==> config.mk <==
export PLATFORM = sky130hd
export DESIGN_NAME = iddmm_operand_loader
export DESIGN_NICKNAME = d
export VERILOG_FILES = /design/src/rtl/iddmm_operand_loader.sv
export SDC_FILE = /design/constraint.sdc
export NUM_CORES = 1
export LEC_CHECK = 0
export ABC_AREA = 0
export CAP_MARGIN = 10
export CORE_UTILIZATION = 42
export CTS_BUF_LIST = sky130_fd_sc_hd__clkbuf_4 sky130_fd_sc_hd__clkbuf_8
export DETAILED_ROUTE_END_ITERATION = 12
export GPL_TIMING_DRIVEN = 0
export PLACE_DENSITY = 0.93
export SETUP_SLACK_MARGIN = 0.3
export SLEW_MARGIN = 40
export SYNTH_ARGS = -nofsm -noshare
export SYNTH_HDL_FRONTEND = slang
export SYNTH_SLANG_ARGS = --single-unit
==> constraint.sdc <==
create_clock -name clk -period 1.85 [get_ports clk]
set_clock_uncertainty 0.15 [all_clocks]
set_input_delay 0.2775 -clock clk [delete_from_list [all_inputs] [get_ports clk]]
set_output_delay 0.2775 -clock clk [all_outputs]
set_load 0.05 [all_outputs]
==> src/rtl/iddmm_operand_loader.sv <==
// IDDMM operand loader: streams x, y and m words into the operand RAMs, then pulses finish_reg_flag.
// Optional s_last framing check is enabled by defining IDDMM_LOADER_LAST_CHECK_EN.
module iddmm_operand_loader #(
    parameter int K      = 128,
    parameter int N      = 32,
    parameter int ADDR_W = $clog2(N)
) (
    input  logic              clk,
    input  logic              rst_n,
    input  logic              load_start,
    input  logic              s_valid,
    output logic              s_ready,
    input  logic [K-1:0]      s_data,
    input  logic              s_last,
    output logic              wr_en,
    output logic [1:0]        wr_sel,
    output logic [ADDR_W-1:0] wr_addr,
    output logic [K-1:0]      wr_data,
    output logic              busy,
    output logic              finish_reg_flag,
    output logic              load_err
);

    localparam int CNT_W = ADDR_W + 1;
    localparam logic [CNT_W-1:0] LAST_WORD = CNT_W'(N - 1);

    typedef enum logic [1:0] {
        IDLE = 2'd0,
        LOAD = 2'd1,
        DONE = 2'd2
    } state_t;

    state_t             r_state;
    state_t             w_next_state;
    logic [CNT_W-1:0]   r_word_cnt;
    logic [1:0]         r_sel_cnt;
    logic               r_wr_en;
    logic [1:0]         r_wr_sel;
    logic [ADDR_W-1:0]  r_wr_addr;
    logic [K-1:0]       r_wr_data;
    logic               r_finish;
    logic               r_load_err;

    logic               w_accept;
    logic               w_start;
    logic               w_word_last;
    logic               w_final_pos;
    logic               w_frame_err;

    assign w_start     = (r_state == IDLE) && load_start;
    assign w_accept    = (r_state == LOAD) && s_valid;
    assign w_word_last = (r_word_cnt == LAST_WORD);
    assign w_final_pos = (r_sel_cnt == 2'd2) && w_word_last;

`ifdef IDDMM_LOADER_LAST_CHECK_EN
    // s_last must be high exactly on the beat that completes the m operand.
    assign w_frame_err = w_accept && (s_last != w_final_pos);
`else
    logic w_unused_last;
    assign w_unused_last = s_last;
    assign w_frame_err   = 1'b0;
`endif

    always_comb begin
        w_next_state = r_state;
        case (r_state)
            IDLE: if (load_start) w_next_state = LOAD;
            LOAD: begin
                if (w_frame_err)
                    w_next_state = IDLE;
                else if (w_accept && w_final_pos)
                    w_next_state = DONE;
            end
            DONE:    w_next_state = IDLE;
            default: w_next_state = IDLE;
        endcase
    end

    always_ff @(posedge clk or negedge rst_n) begin
        if (!rst_n)
            r_state <= IDLE;
        else
            r_state <= w_next_state;
    end

    // Word counter runs 0..N-1 inside each operand; the select counter steps x -> y -> m.
    always_ff @(posedge clk or negedge rst_n) begin
        if (!rst_n) begin
            r_word_cnt <= '0;
            r_sel_cnt  <= 2'd0;
        end else if (w_start) begin
            r_word_cnt <= '0;
            r_sel_cnt  <= 2'd0;
        end else if (w_accept) begin
            if (w_word_last) begin
                r_word_cnt <= '0;
                r_sel_cnt  <= r_sel_cnt + 2'd1;
            end else begin
                r_word_cnt <= r_word_cnt + CNT_W'(1);
            end
        end
    end

    always_ff @(posedge clk or negedge rst_n) begin
        if (!rst_n) begin
            r_wr_en   <= 1'b0;
            r_wr_sel  <= 2'd0;
            r_wr_addr <= '0;
            r_wr_data <= '0;
        end else begin
            r_wr_en <= w_accept;
            if (w_accept) begin
                r_wr_sel  <= r_sel_cnt;
                r_wr_addr <= r_word_cnt[ADDR_W-1:0];
                r_wr_data <= s_data;
            end
        end
    end

    // The flag is registered off DONE so it lands one cycle after the final RAM write.
    always_ff @(posedge clk or negedge rst_n) begin
        if (!rst_n) begin
            r_finish   <= 1'b0;
            r_load_err <= 1'b0;
        end else begin
            r_finish <= (r_state == DONE);
            if (w_start)
                r_load_err <= 1'b0;
            else if (w_frame_err)
                r_load_err <= 1'b1;
        end
    end

    assign s_ready         = (r_state == LOAD);
    assign busy            = (r_state != IDLE) || r_finish;
    assign wr_en           = r_wr_en;
    assign wr_sel          = r_wr_sel;
    assign wr_addr         = r_wr_addr;
    assign wr_data         = r_wr_data;
    assign finish_reg_flag = r_finish;
    assign load_err        = r_load_err;

endmodule

==> flow_metrics.env <==
export IMPL_status="finished, violations left"
export IMPL_failed_checks="negative setup slack"
export IMPL_rsz0062_at_grt="yes"
export IMPL_first_iter_violations=474
export IMPL_post_route_worst_setup_slack_ns=-0.0514
export IMPL_routed_wire_length_per_instance_microns=21.1
export IMPL_layout_drive_gt1_share_pct=50.1
export IMPL_power_per_cell_area_nw_per_um2=984
export IMPL_grt_usage_pct=28.3
export IMPL_start_util_pct=43.8
export IMPL_wirelength_microns=24100
export IMPL_number_of_standard_cells_in_the_final_layout_excluding_fillers=1143
export IMPL_portBuffers=270
export IMPL_met2_usage_pct=50.5
export IMPL_fmaxAchievable_mhz=526
export IMPL_worstSetupPathType="register to output pin"
export IMPL_die_w_microns=118
export IMPL_most_common_layout_cells="181 x sky130_fd_sc_hd__nand2_1, 144 x sky130_fd_sc_hd__dfrtp_1, 135 x sky130_fd_sc_hd__nand2_2"
export IMPL_route_vias_total=6014
export IMPL_cts_sink_count=147
export IMPL_insertion_delay_ns=0.45
export IMPL_final_min_clock_period_ns=1.90
export IMPL_cts_path_max_buffers=2
export IMPL_setup_slack_at_placement_ns=-0.358
export IMPL_cts_clk_slew_worst_paths_ns=0.09
export IMPL_maxSlewViolCount=0
export IMPL_most_frequent_standard_cell_in_the_layout_excluding_fill_and_tap_cells="sky130_fd_sc_hd__nand2_1"
export IMPL_cap_viol_max_count=0
export IMPL_timing_final_hold_violations=0
export IMPL_routed_via_density=5.26
export IMPL_ys_seq_elements=147
export IMPL_largest_net_degree_at_the_start_of_global_routing=71
export IMPL_syn_avg_cell_area_sq_um=9.02
export IMPL_postSynthCellCount=625
export IMPL_place_area_sq_um=8620
export IMPL_finalHoldWorstSlack_ns=0.0651
export IMPL_rows=41
export IMPL_placeableCoreArea_sq_um=12900
export IMPL_htreeDepth=4
export IMPL_register_area_share_after_synthesis_pct=65.3
export IMPL_die_area_sq_um=13900
export IMPL_number_of_global_route_vias_before_repair=5910
export IMPL_gr_usage_met1_pct=30.7
export IMPL_remaining_drc_errors=0
export IMPL_synth_warning_count=0
export IMPL_dp_cells=1069
export IMPL_yosys_most_used_dff="sky130_fd_sc_hd__dfrtp_1"
export IMPL_power_leakage_uw=0.00565
export IMPL_cpMaxStageDelayCell="sky130_fd_sc_hd__dfrtp_1"
export IMPL_cp_required_ns=1.42
export IMPL_final_net_count=1093
export IMPL_postRouteAntennaNets=0
export IMPL_critPathCaptureType="output pin"
export IMPL_critical_path_max_stage_delay_ns=0.39
export IMPL_global_route_overflow_total=0
export IMPL_synth_top_area_cell="sky130_fd_sc_hd__dfrtp_1"
export IMPL_crit_path_cell_trace="buf_6, or3_4, buf_8"
export IMPL_cts_root_buffer="sky130_fd_sc_hd__clkbuf_8"
export IMPL_post_synth_top_area_fraction_pct=65.3
export IMPL_period_share_pct=103
export IMPL_number_of_buffers_created_by_cts=17
export IMPL_area_growth_syn_to_layout_pct=92.3
export IMPL_ys_types=30
export IMPL_syn_area_sq_um=5640
export IMPL_pin_count=273
export IMPL_grt_antenna_before_repair=0
export IMPL_grt_first_pass_wirelength_microns=30100
export IMPL_grt_busiest_layer="met2"
export IMPL_vdd_ir_drop_max_mv=0.662
export IMPL_synth_area_top_cells="sky130_fd_sc_hd__dfrtp_1 65%, sky130_fd_sc_hd__nand2_1 27%, sky130_fd_sc_hd__buf_2 1.8%"
export IMPL_synth_edff_count=0
export IMPL_multiInputGateArea_sq_um=2830
export IMPL_finalSetupViolCount=4
export IMPL_detailedRoute_firstPassIterationCount=5
export IMPL_timing_critical_path_arrival_ns=1.47
export IMPL_n_antenna_cell=0
export IMPL_critPathMaxFanout=3
export IMPL_place_congestion=0.813
export IMPL_sequential_cell_area_sq_um=3680
export IMPL_num_fill_cells=612
export IMPL_critical_path_reg2reg_startpoint="r_state[1]$_DFFE_PN0P_"
export IMPL_tritoncts="done"
export IMPL_groute_layer_met3_usage_pct=8.14
export IMPL_final_layout_setup_total_negative_slack_ns=-0.101
export IMPL_crit_path_start_kind="register"
export IMPL_reg2reg_to="wr_data[56]$_DFFE_PN0P_"
export IMPL_timing_reg2reg_setup_slack_ns=-0.02
export IMPL_stdcell_area_sq_um=10800
export IMPL_worstHoldPathType="input port to async pin"
export IMPL_synthesis_nets=760
export IMPL_worst_r2r_cell_count=8
export IMPL_dieHeight_microns=118
export IMPL_async_reset_ff_share_pct=100
export IMPL_post_dp_hpwl_microns=12400
## where the power goes
group,leakage (uW),internal (uW),switching (uW),total (uW)
logic,0.00361,1340,2240,3590
clock network,0.000245,1800,1240,3040
registers,0.00179,3610,436,4040
## cells in the mapped netlist (2+ instances only)
cell type,number
sky130_fd_sc_hd__nor3_1,2
sky130_fd_sc_hd__buf_2,20
sky130_fd_sc_hd__nor2_1,2
sky130_fd_sc_hd__o21ai_1,6
sky130_fd_sc_hd__or3_1,4
sky130_fd_sc_hd__nand4b_1,2
sky130_fd_sc_hd__nand2_1,402
sky130_fd_sc_hd__a21oi_1,6
sky130_fd_sc_hd__dfrtp_1,147
sky130_fd_sc_hd__ha_1,2
sky130_fd_sc_hd__inv_1,5
sky130_fd_sc_hd__clkbuf_1,9
## worst max-delay path by stage
stage                              startpoint  slack, ns                         to  depth (start not counted)
floorplan           r_word_cnt[0]$_DFFE_PN0P_       0.35  r_word_cnt[5]$_DFFE_PN0P_                          4
global placement                        rst_n      -5.45    wr_data[11]$_DFFE_PN0P_                          1
detailed placement                    s_valid      -0.36    wr_data[55]$_DFFE_PN0P_                          7
CTS                    r_state[0]$_DFFE_PN0P_      -0.05                       busy                          3
global route           r_state[1]$_DFFE_PN0P_      -0.09  r_word_cnt[0]$_DFFE_PN0P_                          8
finish                 r_state[0]$_DFFE_PN0P_      -0.05                       busy                          3
## registers in the layout (all words and copies together), names as in the netlist
name             count
wr_en                1
wr_sel               2
finish_reg_flag      1
wr_data            128
r_word_cnt           6
r_state              2
wr_addr              5
r_sel_cnt            2
## cell type report
cell class                      count  area share, %
Multi-Input combinational cell    440           26.1
Inverter                            6          0.277
Clock inverter                      9           1.59
Timing Repair inverter              1          0.150
Sequential cell                   147           34.0
Buffer                             32           4.27
Tap cell                          172           1.99
Clock buffer                       23           2.86
Timing Repair Buffer              313           28.8
## critical path: cells and delay by family (launching register included)
kind                   cells  cell delay [ns]
AND/OR/NAND/NOR            1             0.34
flip-flops                 1             0.39
buffers and inverters      2             0.29
## layer usage
layer / up-vias / share of wire [%]
li1: 2591 / -
met1: 2967 / 35
met3: 107 / 7.4
met4: 0 / 4.9
met5: - / 0
met2: 349 / 53
## repair_timing
item / 4_1_cts / 5_1_grt
hold endpoints to repair: 77 / 0
cloned: 9 / 8
endpoints found under the setup margin: 276 / 217
hold buffers: 1 / 0
pin swaps: 141 / 126
resized for setup: 877 / 489
setup buffers: 16 / 8
## cell families (layout without fill, tap and decap cells)
| logic type | after synthesis | count (layout) | share of synthesized area, % |
|---|---|---|---|
| adder cells (fa/ha/maj) | 2 | 2 | 0.444 |
| XOR/XNOR | 1 | 1 | 0.155 |
| other | 1 | 1 | 0.0665 |
| flip-flops | 147 | 147 | 65.3 |
| AO/OA/AOI/OAI | 16 | 16 | 1.62 |
| AND/OR/NAND/NOR | 420 | 420 | 29.3 |
| buffers and inverters | 38 | 384 | 3.17 |
## stage by stage
stage | power [uW] | utilization (%)
finish | 10700 | 84.2
global route | 11000 | 84.2
CTS | 9830 | 72.2
detailed placement | 6860 | 66.9
global placement | 6770 | 66.5
floorplan | 5600 | -
Note: power is estimated with default switching activity, not from simulation.
